<file path="src/rtl/ex_stage.sv">
// ex_stage: LoongArch execute stage -- ALU, data-SRAM request and forwarding bundle.
// Define ES_PERF_CNT_EN to add the es_inst_cnt / es_stall_cnt performance counters.
module ex_stage #(
    parameter int DS2ES_W = 148,
    parameter int ES2MS_W = 71
) (
    input  logic               clk,
    input  logic               resetn,
    input  logic               ds2es_valid,
    input  logic [DS2ES_W-1:0] ds2es_bus,
    output logic               es_allowin,
    output logic               es2ms_valid,
    output logic [ES2MS_W-1:0] es2ms_bus,
    input  logic               ms_allowin,
    output logic [38:0]        es_rf_zip,
    output logic               data_sram_en,
    output logic [3:0]         data_sram_we,
    output logic [31:0]        data_sram_addr,
    output logic [31:0]        data_sram_wdata
`ifdef ES_PERF_CNT_EN
    ,
    output logic [31:0]        es_inst_cnt,
    output logic [31:0]        es_stall_cnt
`endif
);
    logic               es_valid;
    logic               es_ready_go;
    logic               fire;
    logic [DS2ES_W-1:0] bus_r;
    logic [11:0]        alu_op;
    logic               res_from_mem;
    logic               mem_we;
    logic               rf_we;
    logic [4:0]         rf_waddr;
    logic [31:0]        src1;
    logic [31:0]        src2;
    logic [31:0]        rkd_value;
    logic [31:0]        pc;
    logic [31:0]        alu_result;
    logic               slt_lt;
    logic               sltu_lt;

    assign {alu_op, res_from_mem, src1, src2, mem_we, rf_we, rf_waddr, rkd_value, pc} = bus_r;

    assign es_ready_go = 1'b1;
    assign es_allowin  = ~es_valid | (es_ready_go & ms_allowin);
    assign es2ms_valid = es_valid & es_ready_go;

    always_ff @(posedge clk or negedge resetn) begin
        if (!resetn) begin
            es_valid <= 1'b0;
            bus_r    <= '0;
        end else begin
            if (es_allowin)
                es_valid <= ds2es_valid;
            if (ds2es_valid && es_allowin)
                bus_r <= ds2es_bus;
        end
    end

    assign slt_lt  = $signed(src1) < $signed(src2);
    assign sltu_lt = src1 < src2;

    // One-hot select: an all-zero alu_op falls through to 0.
    assign alu_result = ({32{alu_op[0]}}  & (src1 + src2))
                      | ({32{alu_op[1]}}  & (src1 - src2))
                      | ({32{alu_op[2]}}  & {31'b0, slt_lt})
                      | ({32{alu_op[3]}}  & {31'b0, sltu_lt})
                      | ({32{alu_op[4]}}  & (src1 & src2))
                      | ({32{alu_op[5]}}  & ~(src1 | src2))
                      | ({32{alu_op[6]}}  & (src1 | src2))
                      | ({32{alu_op[7]}}  & (src1 ^ src2))
                      | ({32{alu_op[8]}}  & (src1 << src2[4:0]))
                      | ({32{alu_op[9]}}  & (src1 >> src2[4:0]))
                      | ({32{alu_op[10]}} & 32'($signed(src1) >>> src2[4:0]))
                      | ({32{alu_op[11]}} & src2);

    // Request only in the handoff cycle so a stalled store writes exactly once.
    assign fire            = es_valid & ms_allowin;
    assign data_sram_en    = fire & (res_from_mem | mem_we);
    assign data_sram_we    = {4{fire & mem_we}};
    assign data_sram_addr  = alu_result;
    assign data_sram_wdata = rkd_value;

    assign es2ms_bus = {res_from_mem, rf_we & es_valid, rf_waddr, alu_result, pc};
    assign es_rf_zip = {res_from_mem & es_valid, rf_we & es_valid, rf_waddr, alu_result};

`ifdef ES_PERF_CNT_EN
    always_ff @(posedge clk or negedge resetn) begin
        if (!resetn) begin
            es_inst_cnt  <= '0;
            es_stall_cnt <= '0;
        end else begin
            if (es2ms_valid && ms_allowin)
                es_inst_cnt <= es_inst_cnt + 32'd1;
            if (es_valid && !ms_allowin)
                es_stall_cnt <= es_stall_cnt + 32'd1;
        end
    end
`endif
endmodule
</file>
<file path="config.mk">
export PLATFORM = sky130hd
export DESIGN_NAME = ex_stage
export DESIGN_NICKNAME = d
export VERILOG_FILES = /design/src/rtl/ex_stage.sv
export SDC_FILE = /design/constraint.sdc
export NUM_CORES = 1
export LEC_CHECK = 0
export BUFFER_PORTS_ARGS = -buffer_cell sky130_fd_sc_hd__buf_2
export CORE_ASPECT_RATIO = 1.1
export CORE_UTILIZATION = 50
export DETAILED_ROUTE_END_ITERATION = 8
export PLACE_DENSITY = 0.76
export SLEW_MARGIN = 20
export SYNTH_ARGS = -nofsm -noshare
export SYNTH_HDL_FRONTEND = slang
export SYNTH_SLANG_ARGS = --single-unit
</file>
<file path="constraint.sdc">
create_clock -name clk -period 10.97 [get_ports clk]
set_input_delay 2.194 -clock clk [delete_from_list [all_inputs] [get_ports clk]]
set_output_delay 2.194 -clock clk [all_outputs]
set_load 0.05 [all_outputs]
</file>
Word level (Yosys, flattened, before mapping)
Cells that the tools add are included.
- bits in registers: 149
- reduce and logical (&&, ||, !) cells: 1
- magnitude comparators: 2
- bitwise gates (word level): 35
- shift-type cells: 3
- add/subtract/negate cells: 2
- operators by type and width (cell ; number):
    $or 32x32->32 ; 12
    $and 32x32->32 ; 11
    $and 32x1->32 ; 2
    $lt 32x32->1 ; 2
    $add 32x32->32 ; 1
    $not 32->32 ; 1
    $shl 32x5->32 ; 1
    $shr 32x5->32 ; 1
    $sshr 32x5->32 ; 1
    $sub 32x32->32 ; 1
    $xor 32x32->32 ; 1
    $and 1x1->1 ; 5
    $or 1x1->1 ; 2
    $logic_and 1x1->1 ; 1
    $not 1->1 ; 1

Depth between registers and ports, before layout
- depth after elaboration: 13
- depth in mapped cells: 17

Least setup slack after synthesis
OpenSTA, ideal clock, no wires.
- path kind: register to output
- start: reg bus_r[73]
- end: out es2ms_bus[54]
- arrival time: 4907 ps
- data required time: 8776 ps
- path slack: 3869 ps
- cell stages (with the launch flop): 17
- cell sequence: dfrtp_1 > clkbuf_1 > inv_1 > buf_2 > buf_1 > clkbuf_1 > ha_1 > buf_2 > nor2b_1 > o311ai_0 > o21ai_0 > a211oi_1 > a31o_2 > o31ai_2 > a221oi_1 > o21ai_0 > buf_4
- cells in the longest elaborated chain, start to end: 13
- elaborated cells between the ends (all ways): 21
- those cells by class: add/sub (2); shift (3); bitwise (16)
- RTL lines (item ; line ; RTL):
    start: declaration ; 29 ; logic [DS2ES_W-1:0] bus_r;
    start signal: assignment ; 57 ; bus_r <= ds2es_bus;
    $add 32x32->32 / $sub 32x32->32 (equally long branches) ; 65, 66 ;
    $and 32x32->32 (on tied branches) ; 65, 66 ;
    $or 32x32->32 ; 66 ; | ({32{alu_op[1]}} & (src1 - src2))
    $or 32x32->32 ; 67 ; | ({32{alu_op[2]}} & {31'b0, slt_lt})
    $or 32x32->32 ; 68 ; | ({32{alu_op[3]}} & {31'b0, sltu_lt})
    $or 32x32->32 ; 69 ; | ({32{alu_op[4]}} & (src1 & src2))
    $or 32x32->32 ; 70 ; | ({32{alu_op[5]}} & ~(src1 | src2))
    $or 32x32->32 ; 71 ; | ({32{alu_op[6]}} & (src1 | src2))
    $or 32x32->32 ; 72 ; | ({32{alu_op[7]}} & (src1 ^ src2))
    $or 32x32->32 ; 73 ; | ({32{alu_op[8]}} & (src1 << src2[4:0]))
    $or 32x32->32 ; 74 ; | ({32{alu_op[9]}} & (src1 >> src2[4:0]))
    $or 32x32->32 * ; 75 ; | ({32{alu_op[10]}} & 32'($signed(src1) >>> src2[4:0]))
    $or 32x32->32 * ; 76 ; | ({32{alu_op[11]}} & src2);
    end: declaration ; 13 ; output logic [ES2MS_W-1:0] es2ms_bus,
Every way passes the cells marked *; elsewhere a longest branch is shown, timed or not.

Final worst setup path
- start: reg bus_r[71]
- end: out data_sram_addr[24]
- cells in the longest elaborated chain, start to end: 13
- elaborated cells between the ends (all ways): 21
- those cells by class: add/sub (2); shift (3); bitwise (16)
- RTL lines (item ; line ; RTL):
    $add 32x32->32 / $sub 32x32->32 (equally long branches) ; 65, 66 ;
    $and 32x32->32 (on tied branches) ; 65, 66 ;
    $or 32x32->32 ; 66 ;
    $or 32x32->32 ; 67 ;
    $or 32x32->32 ; 68 ;
    $or 32x32->32 ; 69 ;
    $or 32x32->32 ; 70 ;
    $or 32x32->32 ; 71 ;
    $or 32x32->32 ; 72 ;
    $or 32x32->32 ; 73 ;
    $or 32x32->32 ; 74 ;
    $or 32x32->32 * ; 75 ;
    $or 32x32->32 * ; 76 ;
    end: declaration ; 18 ; output logic [31:0] data_sram_addr,
Marks and branches as above.

==> metrics.md <==
| Metric | Value |
|---|---|
| Outcome | completed |
| I/O Buffers | 332 |
| Syn avg cell area | 8.77 µm² |
| Clock Sinks | 149 |
| Slowest cell on the critical path | dfrtp_4 |
| Post-route minimum period | 7190 ps |
| Yosys top cell by area | dfrtp_1 |
| Mapped Nets | 2008 |
| Detailed Route Iter0 Violations | 2023 |
| Hold endpoint | bus_r[4] |
| Final Wtd Congestion | 1.07 |
| CTS max path bufs | 2 |
| Footprint of the multi-input gates | 0.00973 mm² |
| CTS tree | yes |
| Clock slew at reported path FFs | 70 ps |
| Final Hold Fails | 0 |
| Setup-failing EPs final | 0 |
| Unique masters post-synth | 80 |
| CTS HTree Levels | 4 |
| Post-Syn Area | 0.0154 mm² |
| Hold path start | bus_r[4] |
| Final Skew | 18.7 ps |
| Largest net degree at the start of global routing | 82 |
| WS Path Type | reg -> out |
| Post-CTS Hold Buffers | 0 |
| PwrDens | 211 mW/mm² |
| CP endpoint kind | primary output |
| Lkg Pwr | 7.50 nW |
| Synth area leaders | dfrtp_1 (24%), mux2_2 (11%), ha_1 (7.9%) |
| Post-synth top flop | dfrtp_1 |
| Final WL | 56.6 mm |
| Peak supply drop | 118 µV |
| Die Ht | 186 µm |
| WP data required | 8780 ps |
| Share of layout cells above drive strength 1 | 32.0% |
| Die area | 0.0315 mm² |
| Ports | 333 |
| Clk Latency, worst-skew pair | 450 ps |
| Gate Count Post-Synth | 1757 |
| R2R depth | 4 |
| Post-CTS Setup Repair Bufs | 0 |
| CP delay by family, top | compound AO/OA/AOI/OAI gates |
| Vias in the first global route | 14000 |
| Worst Path Arrival | 5000 ps |
| Post-detail-place hpwl | 42.4 mm |
| Fillers | 2801 |
| Initial DRT Pass Iterations | 8 |
| Final #Nets | 2111 |
| Synth warn | 0 |
| Initial Utilization | 50.6% |
| Worst-path fanout max | 34 |
| # rows | 67 |
| Wire per inst | 24.8 µm |
| CP peak stage delay | 730 ps |
| Core Region | 0.0304 mm² |
| Yosys reg bits | 149 |
| Rel. slew slack | 28.5% |
| Routed Antenna Nets | 0 |
| Sequential share of the synthesized area | 24.2% |
| RSZ-0062 raised after global routing | false |
| Max Cap Viol | 0 |
| Async SR Flop Fraction | 100% |
| Synthesis-to-finish area growth | 8.41% |
| Place WS | 4360 ps |
| Drc violations | 0 |
| GRT Total Usage | 35.6% |
| Worst Tran Pin Value | 1070 ps |
| CP bufs+invs | 2 |
| Diode count | 0 |
| Fmax | 139 MHz |
| Worst setup margin | 3780 ps |
| Slew Viols, Final | 0 |
| Post-synth EDFFs | 0 |
| # resized after CTS | 0 |
| Hold depth | 1 |
| FF/Latch Area | 0.00373 mm² |
| Root Driver | clkbuf_16 |
| First-pass GRT wire length | 83.9 mm |
| Top-area cell type share of the netlist area | 24.2% |
| Tcrit/Tclk final | 65.5% |
| Most used cell along the critical path | a2111oi_0 |
| Via count | 14700 |
| Worst path cell trace | ha_1 -> inv_1 -> fa_1 -> nor2b_1 -> o311ai_0 -> o21ai_0 -> a211oi_1 -> a21oi_1 -> nor2_1 -> a2111oi_0 -> a2111oi_0 -> or2_1 -> buf_2 |
| Congestion Overflow GR | 0 |
| R2r setup slk | 8130 ps |
| Total negative slack | 0 ps |
| Initial antenna violation count | 0 |
| Die W | 169 µm |
| Vias per cell | 6.43 |
| Beginning of the worst register-to-register path | es2ms_valid |
| CP startpoint kind | register |
| Num CTS Buffers | 17 |
| Worst reg2reg endpoint | bus_r[80] |
| Hold WC Path Type | reg -> reg |
==> cells in the final DEF, fill, tap and decap left out, types with 17 or more instances in the layout <==
cell type | Yosys | routed
dfrtp_1 | 149 | 146
mux4_2 | 35 | 35
a221oi_1 | 18 | 18
clkbuf_16 | 0 | 17
o211ai_1 | 17 | 17
o21ai_0 | 73 | 73
mux2i_1 | 73 | 73
nor3_1 | 27 | 27
nor2_1 | 156 | 156
buf_4 | 147 | 20
nand3_1 | 34 | 34
mux2_2 | 155 | 155
nand2_1 | 97 | 96
a21o_1 | 19 | 19
a222oi_1 | 28 | 28
a211oi_1 | 31 | 31
xnor2_1 | 21 | 21
buf_2 | 23 | 331
ha_1 | 97 | 97
a21oi_1 | 130 | 130
inv_1 | 91 | 91
==> registers in the layout (all words and copies together), names as in the netlist <==
| name | cells |
|---|---|
| es2ms_valid | 1 |
| bus_r | 148 |
==> cell families (layout without fill, tap and decap cells) <==
group	Yosys count	after routing	synth area share [%]
buffers and inverters	363	479	12.8
adders and majority gates	99	99	8.13
DFF	149	149	24.2
xor gates and xnor gates	27	27	1.53
muxes	263	263	21.2
and+or+nand+nor	393	393	11.5
AOI/OAI and AO/OA	463	463	20.7
==> Yosys cell counts, types with 5 or more instances <==
library cell / count
inv_1: 91
buf_1: 10
o31ai_1: 11
nor3_1: 27
a21oi_1: 130
a22oi_1: 11
a211oi_1: 31
and2_1: 8
o311ai_0: 8
a211o_1: 11
dfrtp_1: 149
a2111oi_0: 6
a221o_1: 9
o221ai_1: 14
mux4_2: 35
nand4_1: 10
buf_4: 147
o21ai_0: 73
or2_2: 6
buf_2: 23
mux2_2: 155
nor4_1: 8
a222oi_1: 28
a221oi_1: 18
ha_1: 97
xnor2_1: 21
clkbuf_1: 85
o22ai_1: 11
o21bai_1: 10
nand2b_1: 9
and3_1: 10
nor2b_1: 14
mux2i_1: 73
o211ai_1: 17
nor2_1: 156
nand2_1: 97
a31oi_1: 9
nand3_1: 34
xor2_1: 6
a21o_1: 19
o211a_1: 5
==> stage by stage <==
step / hold WS, ps / cell area [µm²] / utilization, % / total power, W / std cells
6_report: 502 / 16700 / 54.9 / 0.00353 / 2287
5_1_grt: 513 / 16700 / 54.9 / 0.00369 / 2287
4_1_cts: 503 / 16700 / 54.9 / 0.00349 / 2287
3_5_place_dp: 488 / 16200 / 53.1 / 0.00291 / 2255
3_3_place_gp: 482 / 16200 / 53.1 / 0.00289 / 2255
2_1_floorplan: 471 / 15400 / - / 0.00245 / 1757
==> worst max path at each step <==
stage | from | end | cells past startpoint
finish | bus_r[71] | data_sram_addr[24] | 13
global route | bus_r[71] | es2ms_bus[56] | 13
CTS | bus_r[71] | es_rf_zip[24] | 13
detailed placement | bus_r[71] | es_rf_zip[24] | 13
global placement | bus_r[71] | es2ms_bus[56] | 13
floorplan | bus_r[73] | es2ms_bus[54] | 16
==> metal layers <==
layer	track usage [%]	part of all wire (%)	vias up
met5	0	0	-
met4	15.6	3.9	0
met3	8.68	11	153
met2	57.1	46	944
met1	45.8	40	7112
li1	-	-	6488
==> area by class of cell <==
class                      count  share of cell area, %
clock inverter                13                  0.674
timing repair buffer         352                   10.9
inverter                      95                   2.13
tap                          414                   3.10
sequential                   149                   22.4
clock buffer                  19                   2.65
multi-input combinational   1245                   58.2
==> power breakdown <==
part / switching, W / total (W) / internal [W]
Sequential: 0.000133 / 0.000763 / 0.000630
Clock: 0.000266 / 0.000569 / 0.000303
Combinational: 0.00151 / 0.00220 / 0.000689
Note: power is estimated with default switching activity, not from simulation.
